### src/rtl/sync_fifo_param.sv
// Parametrised single-clock FIFO with occupancy count, programmable almost flags,
// overflow/underflow pulses and an optional first-word-fall-through read port.
module sync_fifo_param #(
    parameter int unsigned DATA_W   = 8,
    parameter int unsigned DEPTH    = 16,
    parameter int unsigned AF_LEVEL = 12,
    parameter int unsigned AE_LEVEL = 2,
    parameter bit          FWFT     = 1'b0
) (
    input  logic                    clk,
    input  logic                    rst,
    input  logic                    w_en,
    input  logic                    r_en,
    input  logic [DATA_W-1:0]       data_in,
    output logic [DATA_W-1:0]       data_out,
    output logic                    full,
    output logic                    empty,
    output logic                    almost_full,
    output logic                    almost_empty,
    output logic [$clog2(DEPTH):0]  count,
    output logic                    overflow,
    output logic                    underflow
);

    localparam int unsigned PTR_W = $clog2(DEPTH);
    localparam int unsigned CNT_W = PTR_W + 1;

    logic [DATA_W-1:0] mem [DEPTH];
    logic [PTR_W-1:0]  wr_ptr;
    logic [PTR_W-1:0]  rd_ptr;
    logic              write_ok_c;
    logic              read_ok_c;
    logic [CNT_W-1:0]  count_next_c;

    // Acceptance is judged against the flags registered before the edge.
    always_comb begin
        write_ok_c   = w_en & ~full;
        read_ok_c    = r_en & ~empty;
        count_next_c = count;
        unique case ({write_ok_c, read_ok_c})
            2'b10:   count_next_c = count + CNT_W'(1);
            2'b01:   count_next_c = count - CNT_W'(1);
            default: count_next_c = count;
        endcase
    end

    // Storage is never reset; stale words are unreachable once pointers clear.
    always_ff @(posedge clk) begin
        if (write_ok_c) begin
            mem[wr_ptr] <= data_in;
        end
    end

    // Flags are registered from the next count so they track count exactly.
    always_ff @(posedge clk or posedge rst) begin
        if (rst) begin
            wr_ptr       <= '0;
            rd_ptr       <= '0;
            count        <= '0;
            full         <= 1'b0;
            empty        <= 1'b1;
            almost_full  <= 1'b0;
            almost_empty <= 1'b1;
            overflow     <= 1'b0;
            underflow    <= 1'b0;
        end else begin
            if (write_ok_c) begin
                wr_ptr <= wr_ptr + PTR_W'(1);
            end
            if (read_ok_c) begin
                rd_ptr <= rd_ptr + PTR_W'(1);
            end
            count        <= count_next_c;
            full         <= (count_next_c == CNT_W'(DEPTH));
            empty        <= (count_next_c == '0);
            almost_full  <= (count_next_c >= CNT_W'(AF_LEVEL));
            almost_empty <= (count_next_c <= CNT_W'(AE_LEVEL));
            overflow     <= w_en & full;
            underflow    <= r_en & empty;
        end
    end

    generate
        if (FWFT) begin : g_fwft
            // Head word is presented without a read; zero while nothing is stored.
            assign data_out = empty ? '0 : mem[rd_ptr];
        end else begin : g_std
            logic [DATA_W-1:0] data_q;

            always_ff @(posedge clk or posedge rst) begin
                if (rst) begin
                    data_q <= '0;
                end else if (read_ok_c) begin
                    data_q <= mem[rd_ptr];
                end
            end

            assign data_out = data_q;
        end
    endgenerate

endmodule

### config.mk
export PLATFORM = sky130hd
export DESIGN_NAME = sync_fifo_param
export DESIGN_NICKNAME = d
export VERILOG_FILES = /design/src/rtl/sync_fifo_param.sv
export SDC_FILE = /design/constraint.sdc
export NUM_CORES = 1
export LEC_CHECK = 0
export ABC_CLOCK_PERIOD_IN_PS = 3530
export BUFFER_PORTS_ARGS = -buffer_cell sky130_fd_sc_hd__buf_2
export CORE_MARGIN = 5
export CORE_UTILIZATION = 31
export CTS_BUF_LIST = sky130_fd_sc_hd__clkbuf_16
export DETAILED_ROUTE_END_ITERATION = 16
export PLACE_DENSITY = 0.58
export SYNTH_ARGS = -nofsm -noshare
export SYNTH_HDL_FRONTEND = slang
export SYNTH_SLANG_ARGS = --single-unit
### constraint.sdc
create_clock -name clk -period 3.53 [get_ports clk]
set_input_delay 0.706 -clock clk [delete_from_list [all_inputs] [get_ports clk]]
set_output_delay 0.706 -clock clk [all_outputs]
set_load 0.1 [all_outputs]
==> results.tsv, run 1 <==
metric	value	unit
cts-root-buf	clkbuf_16	
min_path_type	flop to flop	
finalSetupTns	0	ns
status	finished, final reports clean	
dp_slack	0.5773	ns
grt_max_degree	28	
drt_wl_total	12.73	mm
seqCellArea	4523	µm²
synth.most_common_cell	edfxtp_1	
critical_path.endpoint_type	flop	
insertion_delay	0.42	ns
clk_pin_slew	0.06	ns
p_per_area	933.4	nW/µm²
crit_required	3.83	ns
antenna_cells	0	
finalHoldViolations	0	
worst-r2r-setup-slack	0.99	ns
synth_ff_type	edfxtp_1	
place_inst	672	
power	6.958	mW
wl_per_cell	18.08	µm
antenna_found_initial	0	
whs	0.4883	ns
postSynthAreaPerCell	16.54	µm²
cts_sinks	155	
postCtsSetupBuffers	0	
reg2reg_depth	10	
first_global_vias	3485	
start_util	0.3155	
seq_area_frac_synth	0.7083	
p_leak	2.639	nW
syn_area	6384	µm²
io_buffers	30	
rsz0062_at_grt	no	
critPathKind	flop to flop	
endpoint	almost_full	
ys_ff_latch	155	
worst_slack	0.9938	ns
ant_nets	0	
vias_per_cell	4.727	
ctsHoldBuffers	0	
track_usage	0.1095	
ys.warnings.count	0	
synth_edf_count	128	
ys_async_sr_fraction	0.1742	
synthCells	386	
syn2layout_area_growth	16.78	%
crit_path_max_fanout	4	
fin_crit	2.536	ns
post-route-period-util	0.7185	
cp-start-kind	flop	
die_h	153.5	µm
synth_top_area_share	0.6021	
cp.arrival	2.83	ns
vias	3328	
post-dp-hpwl	8.142	mm
slew_headroom	0.2744	
synth_common_cells	edfxtp_1, mux2i_1, nor2_1	
grt_pass1_wl	19.62	mm
synth_cell_types	41	
clock.fmax	394.3	MHz
ios	31	
setup_viol	0	
clock_path_buffers	2	
rows	52	
startpoint	full	
globalplace.congestion	0.7630	
nets	441	
timing.rr.end	almost_full	
overflow	0	
worst_hold_path.num_cells	1	
reg2reg_from	full	
die_w	153.5	µm
ir_worst_vdd	834.2	µV
ys_top_cells_by_area	edfxtp_1, dfrtp_1, mux4_2	
drt_iter0_markers	149	
yosys.area.top_type	edfxtp_1	
drtPass1Iterations	4	
drive_above_1_share	0.2442	
post_cts_resized	0	
multiInputGateArea	1707	µm²
skew	0.008736	ns
drc	0	
drv_slew	0	
final_cell_count_no_fill	704	
worstMarginPinSlew	1.087	ns
max-cap-violations	0	
cts-buffers-inserted	17	
fillers	1894	
ctsHtreeMaxLevel	4	
syn_nets	406	
core_area	20230	µm²
cts_tree	built	
fp.dieArea	23560	µm²
## through the flow
| stage | cell area, µm² | utilization |
|---|---|---|
| floorplan | 6384 | - |
| global placement | 6824 | 0.3373 |
| detailed placement | 6824 | 0.3373 |
| CTS | 7455 | 0.3684 |
| global route | 7455 | 0.3684 |
| finish | 7455 | 0.3684 |
## worst max-delay path: stages (launching register included)
cell	delay [ns]
dfrtp_1	0.40
nor2b_1	0.16
inv_1	0.08
ha_1	0.22
xor2_1	0.17
ha_1	0.25
a21oi_1	0.25
mux2i_1	0.29
nor2_1	0.07
a32o_1	0.22
a311o_1	0.31
## state kept, by name (all words and copies together), names as in the netlist, 4 cells and up
register and flops:
data_out 8, wr_ptr 4, mem 128, rd_ptr 4, count 5
## per-layer routing
| layer | share of wire | global-route usage | up-vias | wire length, µm |
|---|---|---|---|---|
| met5 | 0 | 0 | - | 0 |
| met4 | 0.014 | 0.03196 | 0 | 184 |
| met3 | 0.036 | 0.03035 | 11 | 453 |
| met2 | 0.48 | 0.1713 | 65 | 6067 |
| met1 | 0.47 | 0.1502 | 1692 | 6022 |
| li1 | - | - | 1560 | - |
## layout by cell type (no fill, tap or decap), drive strengths merged, types with 9 or more instances in the layout
cell type and n:
mux2 9, clkbuf 17, dfrtp 25, nor3 15, mux4 16, inv 15, edfxtp 128, buf 39
mux2i 34, o22ai 16, nand2 13, nor2 32
## cells by family after synthesis
group                      count (synthesis)  synth area share
xor gates and xnor gates                  13           0.01901
AOI/OAI and AO/OA                         30           0.03509
muxes                                     59            0.1256
buffers and inverters                     30           0.02430
DFF                                      155            0.7084
and+or+nand+nor                           91           0.07193
adders and majority gates                  8           0.01568
## how the worst min path moves through the flow
| stage | from | endpoint | slack [ns] |
|---|---|---|---|
| 2_1_floorplan | rd_ptr[3] | rd_ptr[3] | 0.46 |
| 3_3_place_gp | rd_ptr[3] | rd_ptr[3] | 0.48 |
| 3_5_place_dp | rd_ptr[3] | rd_ptr[3] | 0.48 |
| 4_1_cts | w_en | overflow | 0.48 |
| 5_1_grt | w_en | overflow | 0.50 |
| 6_report | rd_ptr[3] | rd_ptr[3] | 0.49 |
## final cells by class
cell class	count	share of cell area
Timing Repair Buffer	39	0.03088
Tap cell	270	0.04532
Clock inverter	15	0.02753
Clock buffer	17	0.05707
Inverter	7	0.003525
Multi-Input combinational cell	201	0.2289
Sequential cell	155	0.6067
## power breakdown
group	total (mW)	internal, mW	switching, mW	leakage [nW]
sequential	2.65	2.29	0.365	1.47
combinational	2.39	0.813	1.57	0.855
clock	1.92	1.14	0.773	0.313
total	6.96	4.24	2.71	2.64
Power figures use the tool's default switching activity.
==> run 2, diff against run 1 <==
--- a/config.mk
+++ b/config.mk
@@ -5,13 +5,13 @@
 export SDC_FILE = /design/constraint.sdc
 export NUM_CORES = 1
 export LEC_CHECK = 0
-export ABC_CLOCK_PERIOD_IN_PS = 3530
+export ABC_CLOCK_PERIOD_IN_PS = 2320
 export BUFFER_PORTS_ARGS = -buffer_cell sky130_fd_sc_hd__buf_2
 export CORE_MARGIN = 5
 export CORE_UTILIZATION = 31
 export CTS_BUF_LIST = sky130_fd_sc_hd__clkbuf_16
 export DETAILED_ROUTE_END_ITERATION = 16
-export PLACE_DENSITY = 0.58
+export PLACE_DENSITY = 0.6
 export SYNTH_ARGS = -nofsm -noshare
 export SYNTH_HDL_FRONTEND = slang
 export SYNTH_SLANG_ARGS = --single-unit
==> constraint.sdc (replaced) <==
create_clock -name clk -period 2.32 [get_ports clk]
set_input_delay 0.464 -clock clk [delete_from_list [all_inputs] [get_ports clk]]
set_output_delay 0.464 -clock clk [all_outputs]
set_load 0.1 [all_outputs]
==> results.tsv, run 2 (synthesis gave the netlist of run 1 again) <==
metric	value	unit
ir_worst_vdd	1163	µV
antenna_cells	0	
slew_headroom	0.5721	
crit_slowest_cell	dfstp_4	
largest_register_ffs	128	
skew	0.02019	ns
crit_buf_inv	0	
largest_register	mem	
die_h	153.5	µm
ios	31	
drive_above_1_share	0.3233	
design_area	7704	µm²
clock_path_buffers	2	
violations	setup timing	
vias	3452	
drt_wl_total	12.73	mm
drtPass1Iterations	4	
rows	52	
status	finished, violations left	
ant_nets	0	
start_util	0.3155	
globalplace.congestion	0.8330	
use_met3	0.02754	
ctsHoldBuffers	0	
use_met1	0.1401	
finish.utilization	0.3807	
min_path_type	input pin to asynchronous set/reset pin	
first_global_vias	3685	
grt_busiest_layer	met2	
path_delay_family	compound AO/OA/AOI/OAI gates	
cts_sinks	155	
grt_pass1_wl	20.23	mm
die_w	153.5	µm
drv_slew	0	
p_leak	2.779	nW
core_area	20230	µm²
post-dp-hpwl	8.495	mm
post-route-period-util	1.015	
fin_crit	2.355	ns
crit_path_max_incr_delay	0.63	ns
crit_path_max_fanout	5	
antenna_found_initial	0	
rsz0062_at_grt	yes	
use_met2	0.1951	
finalHoldViolations	0	
nets	474	
worst-r2r-setup-slack	-0.04	ns
critical_path.endpoint_type	flop	
fp.dieArea	23560	µm²
worst_slack	-0.03520	ns
cp.arrival	2.66	ns
worstMarginPinSlew	0.6411	ns
p_per_area	1371	nW/µm²
crit_chain	nor2b_4 -> ha_4 -> xor2_1 -> ha_2 -> a21oi_2 -> nor3_2 -> o311ai_2 -> xnor2_2 -> a311o_1	
final_common_cell	edfxtp_1	
final_cell_count_no_fill	737	
wl_per_cell	17.27	µm
vias_per_cell	4.684	
power	10.56	mW
placed_area	7103	µm²
clock.fmax	424.6	MHz
grt_max_degree	23	
cts-root-buf	clkbuf_16	
setup_viol	2	
cp-start-kind	flop	
cts-buffers-inserted	17	
crit_required	2.62	ns
ctsHtreeMaxLevel	4	
io_buffers	30	
overflow	0	
cts_tree	built	
insertion_delay	0.43	ns
place_inst	703	
track_usage	0.1138	
critPathKind	flop to flop	
clk_pin_slew	0.06	ns
max-cap-violations	0	
drt_iter0_markers	188	
syn2layout_area_growth	20.68	%
layout_common_cells	edfxtp_1, buf_4, mux2i_1	
drc	0	
==> run 2: area by class of cell <==
type                       count  area, µm²
clock buffer                  17      425.4
clock inverter                15      130.1
fill                        1866      12530
inverter                       7      26.28
multi-input combinational    201       1763
sequential                   155       4531
tap                          270      337.8
timing repair buffer          72      490.5
==> run 2: where the power goes <==
part	switching (mW)	internal (mW)	total [mW]
logic	2.65	1.51	4.16
registers	0.352	3.49	3.84
clock network	1.15	1.41	2.56
==> run 2: what timing repair did <==
action | in CTS | in global routing
hold endpoints to repair | 0 | 0
buffers inserted | 2 | 0
gates resized for setup | 6 | 2
setup endpoints to repair | 4 | 4
gates cloned | 0 | 0
pin swaps | 2 | 0
==> run 2: worst paths after layout <==
kind	startpoint	to	depth (start not counted)
setup / recovery	empty	almost_full	9
min in group clk	w_en	overflow	2
setup reg to reg	empty	almost_full	9
hold reg to reg	rd_ptr[3]	rd_ptr[3]	1
max in group asynchronous	rst	rd_ptr[2]	3
hold / removal	rst	overflow	2
==> run 2: routing by layer <==
metal | vias to the layer above | wire, µm | share of wire
met3 | 17 | 491 | 0.039
met4 | 0 | 227 | 0.018
li1 | 1623 | - | -
met5 | - | 0 | 0
met1 | 1735 | 5427 | 0.43
met2 | 77 | 6581 | 0.52
==> run 2: stage by stage <==
step                 TNS, ns  worst slack [ns]  hold slack [ns]
global placement     -0.4271           -0.1410           0.4811
CTS                 -0.09680          -0.05407           0.1316
floorplan             -1.923           -0.4525           0.4585
global route         -0.4296           -0.1344           0.1794
finish              -0.06150          -0.03520           0.1216
detailed placement   -0.8158           -0.2412           0.4882
==> run 3, diff against run 2 <==
--- a/config.mk
+++ b/config.mk
@@ -7,11 +7,14 @@
 export LEC_CHECK = 0
 export ABC_CLOCK_PERIOD_IN_PS = 2320
 export BUFFER_PORTS_ARGS = -buffer_cell sky130_fd_sc_hd__buf_2
+export CELL_PAD_IN_SITES_DETAIL_PLACEMENT = 0
+export CELL_PAD_IN_SITES_GLOBAL_PLACEMENT = 1
 export CORE_MARGIN = 5
-export CORE_UTILIZATION = 31
+export CORE_UTILIZATION = 47
 export CTS_BUF_LIST = sky130_fd_sc_hd__clkbuf_16
 export DETAILED_ROUTE_END_ITERATION = 16
-export PLACE_DENSITY = 0.6
+export HOLD_SLACK_MARGIN = 0.08
+export PLACE_DENSITY = 0.87
 export SYNTH_ARGS = -nofsm -noshare
 export SYNTH_HDL_FRONTEND = slang
 export SYNTH_SLANG_ARGS = --single-unit
==> results.tsv, run 3 (synthesis gave the netlist of run 1 again) <==
metric	value	unit
finalSetupTns	-0.2063	ns
p_int	6.468	mW
reg2reg_depth	9	
ctsHtreeMaxLevel	4	
antenna_found_initial	0	
grt_pass1_wl	20.59	mm
first_global_vias	3740	
clkPwrFrac	0.239	
ctsHoldBuffers	0	
ios	31	
clock_path_buffers	2	
clk_pin_slew	0.07	ns
cts-buffers-inserted	17	
multiInputGateArea	1812	µm²
vias_per_cell	5.524	
slew_headroom	0.3958	
crit_path_max_fanout	11	
cts-root-buf	clkbuf_16	
fillers	1000	
die_h	126.5	µm
drc	0	
violations	setup timing	
finalHoldViolations	0	
drv_slew	0	
critical_path.endpoint_type	flop	
crit_required	2.62	ns
insertion_delay	0.43	ns
syn2layout_area_growth	19.35	%
drt_wl_total	12.89	mm
seqCellArea	4531	µm²
clock.fmax	411.2	MHz
timing.rr.end	almost_full	
worst-r2r-setup-slack	-0.11	ns
cts_sinks	155	
setup_viol	3	
rows	42	
nets	472	
cts_tree	built	
ant_nets	0	
final_common_cell	edfxtp_1	
p_sw_frac	0.4002	
core_area	13300	µm²
antenna_cells	0	
track_usage	0.1706	
drt_iter0_markers	236	
post-route-period-util	1.048	
largest_register_ffs	128	
p_seq_frac	0.356	
combPwrFrac	0.405	
fp.dieArea	16010	µm²
globalplace.congestion	0.8119	
status	finished, violations left	
layout_common_cells	edfxtp_1, buf_4, mux2i_1	
rsz0062_at_grt	yes	
wl_per_cell	20.11	µm
reg2reg_from	empty	
worstMarginPinSlew	0.9052	ns
vias	3541	
ir_worst_vdd	645.2	µV
grt_max_degree	39	
dp_slack	-0.2450	ns
overflow	0	
skew	0.01326	ns
p_switching	4.315	mW
min_path_type	input pin to asynchronous set/reset pin	
max-cap-violations	0	
start_util	0.4801	
whs	0.2292	ns
io_buffers	30	
p_per_area	1415	nW/µm²
critPathKind	flop to flop	
drtPass1Iterations	5	
worst_slack	-0.1121	ns
p_leak	2.779	nW
cp.arrival	2.73	ns
fin_crit	2.432	ns
largest_register	mem	
drive_above_1_share	0.3312	
die_w	126.5	µm
post-dp-hpwl	8.186	mm
cp-start-kind	flop	
## run 3: cell types whose count changed in the layout (fill, tap and decap cells not counted), sizes merged
cell / change
buf: -2
clkinv: +2
inv: -2
## run 3: worst max path at each step
stage / cells past startpoint / from / to / slack [ns]
after floorplan: 11 / empty / almost_full / -0.45
after global placement: 11 / w_en / almost_empty / -0.17
after detailed placement: 11 / w_en / almost_empty / -0.24
after CTS: 9 / empty / almost_full / -0.09
after global routing: 9 / empty / almost_full / -0.16
final: 9 / empty / almost_full / -0.11
## run 3: per-stage QoR
step                instances    util  power (mW)  instance area [µm²]
floorplan                 386       -       6.977                 6429
global placement          606  0.5237       7.884                 6963
detailed placement        606  0.5237       8.001                 6963
CTS                       641  0.5695       10.72                 7572
global route              641  0.5730       11.30                 7619
finish                    641  0.5730       10.78                 7619
## run 3: layout make-up
cell class                 count  area share
clock inverter                15     0.01692
tap                          176     0.02890
inverter                       7    0.003449
multi-input combinational    201      0.2378
clock buffer                  17     0.05584
sequential                   155      0.5947
timing repair buffer          70     0.06241
## run 3: critical path, cell delays in order, from the launching register on
cell and delay, ns:
dfstp_4 0.64, nor2b_4 0.05, ha_4 0.16, buf_4 0.12, buf_4 0.17, nor3b_2 0.17
o221ai_1 0.28, o311ai_2 0.19, xnor2_2 0.19, a311o_1 0.35
## run 3: power by group through the flow
stage | Combinational (mW) | Sequential (mW) | Clock [mW]
floorplan | 2.24 | 4.74 | 0
global placement | 4.04 | 3.85 | 0
detailed placement | 4.13 | 3.87 | 0
CTS | 4.27 | 3.83 | 2.62
global route | 4.66 | 3.88 | 2.76
finish | 4.37 | 3.83 | 2.58
## run 3: timing repair
| action | CTS | global route |
|---|---|---|
| gates resized for setup | 10 | 6 |
| endpoints found under the setup margin | 5 | 5 |
| setup buffers | 3 | 0 |
| pin swaps | 6 | 0 |
## run 3: routing by layer
layer,vias up,global-route usage,routed length [µm]
li1,1616,-,-
met1,1817,0.2187,5371
met2,90,0.2790,6654
met3,18,0.04708,656
met4,0,0.06372,209
met5,-,0,0
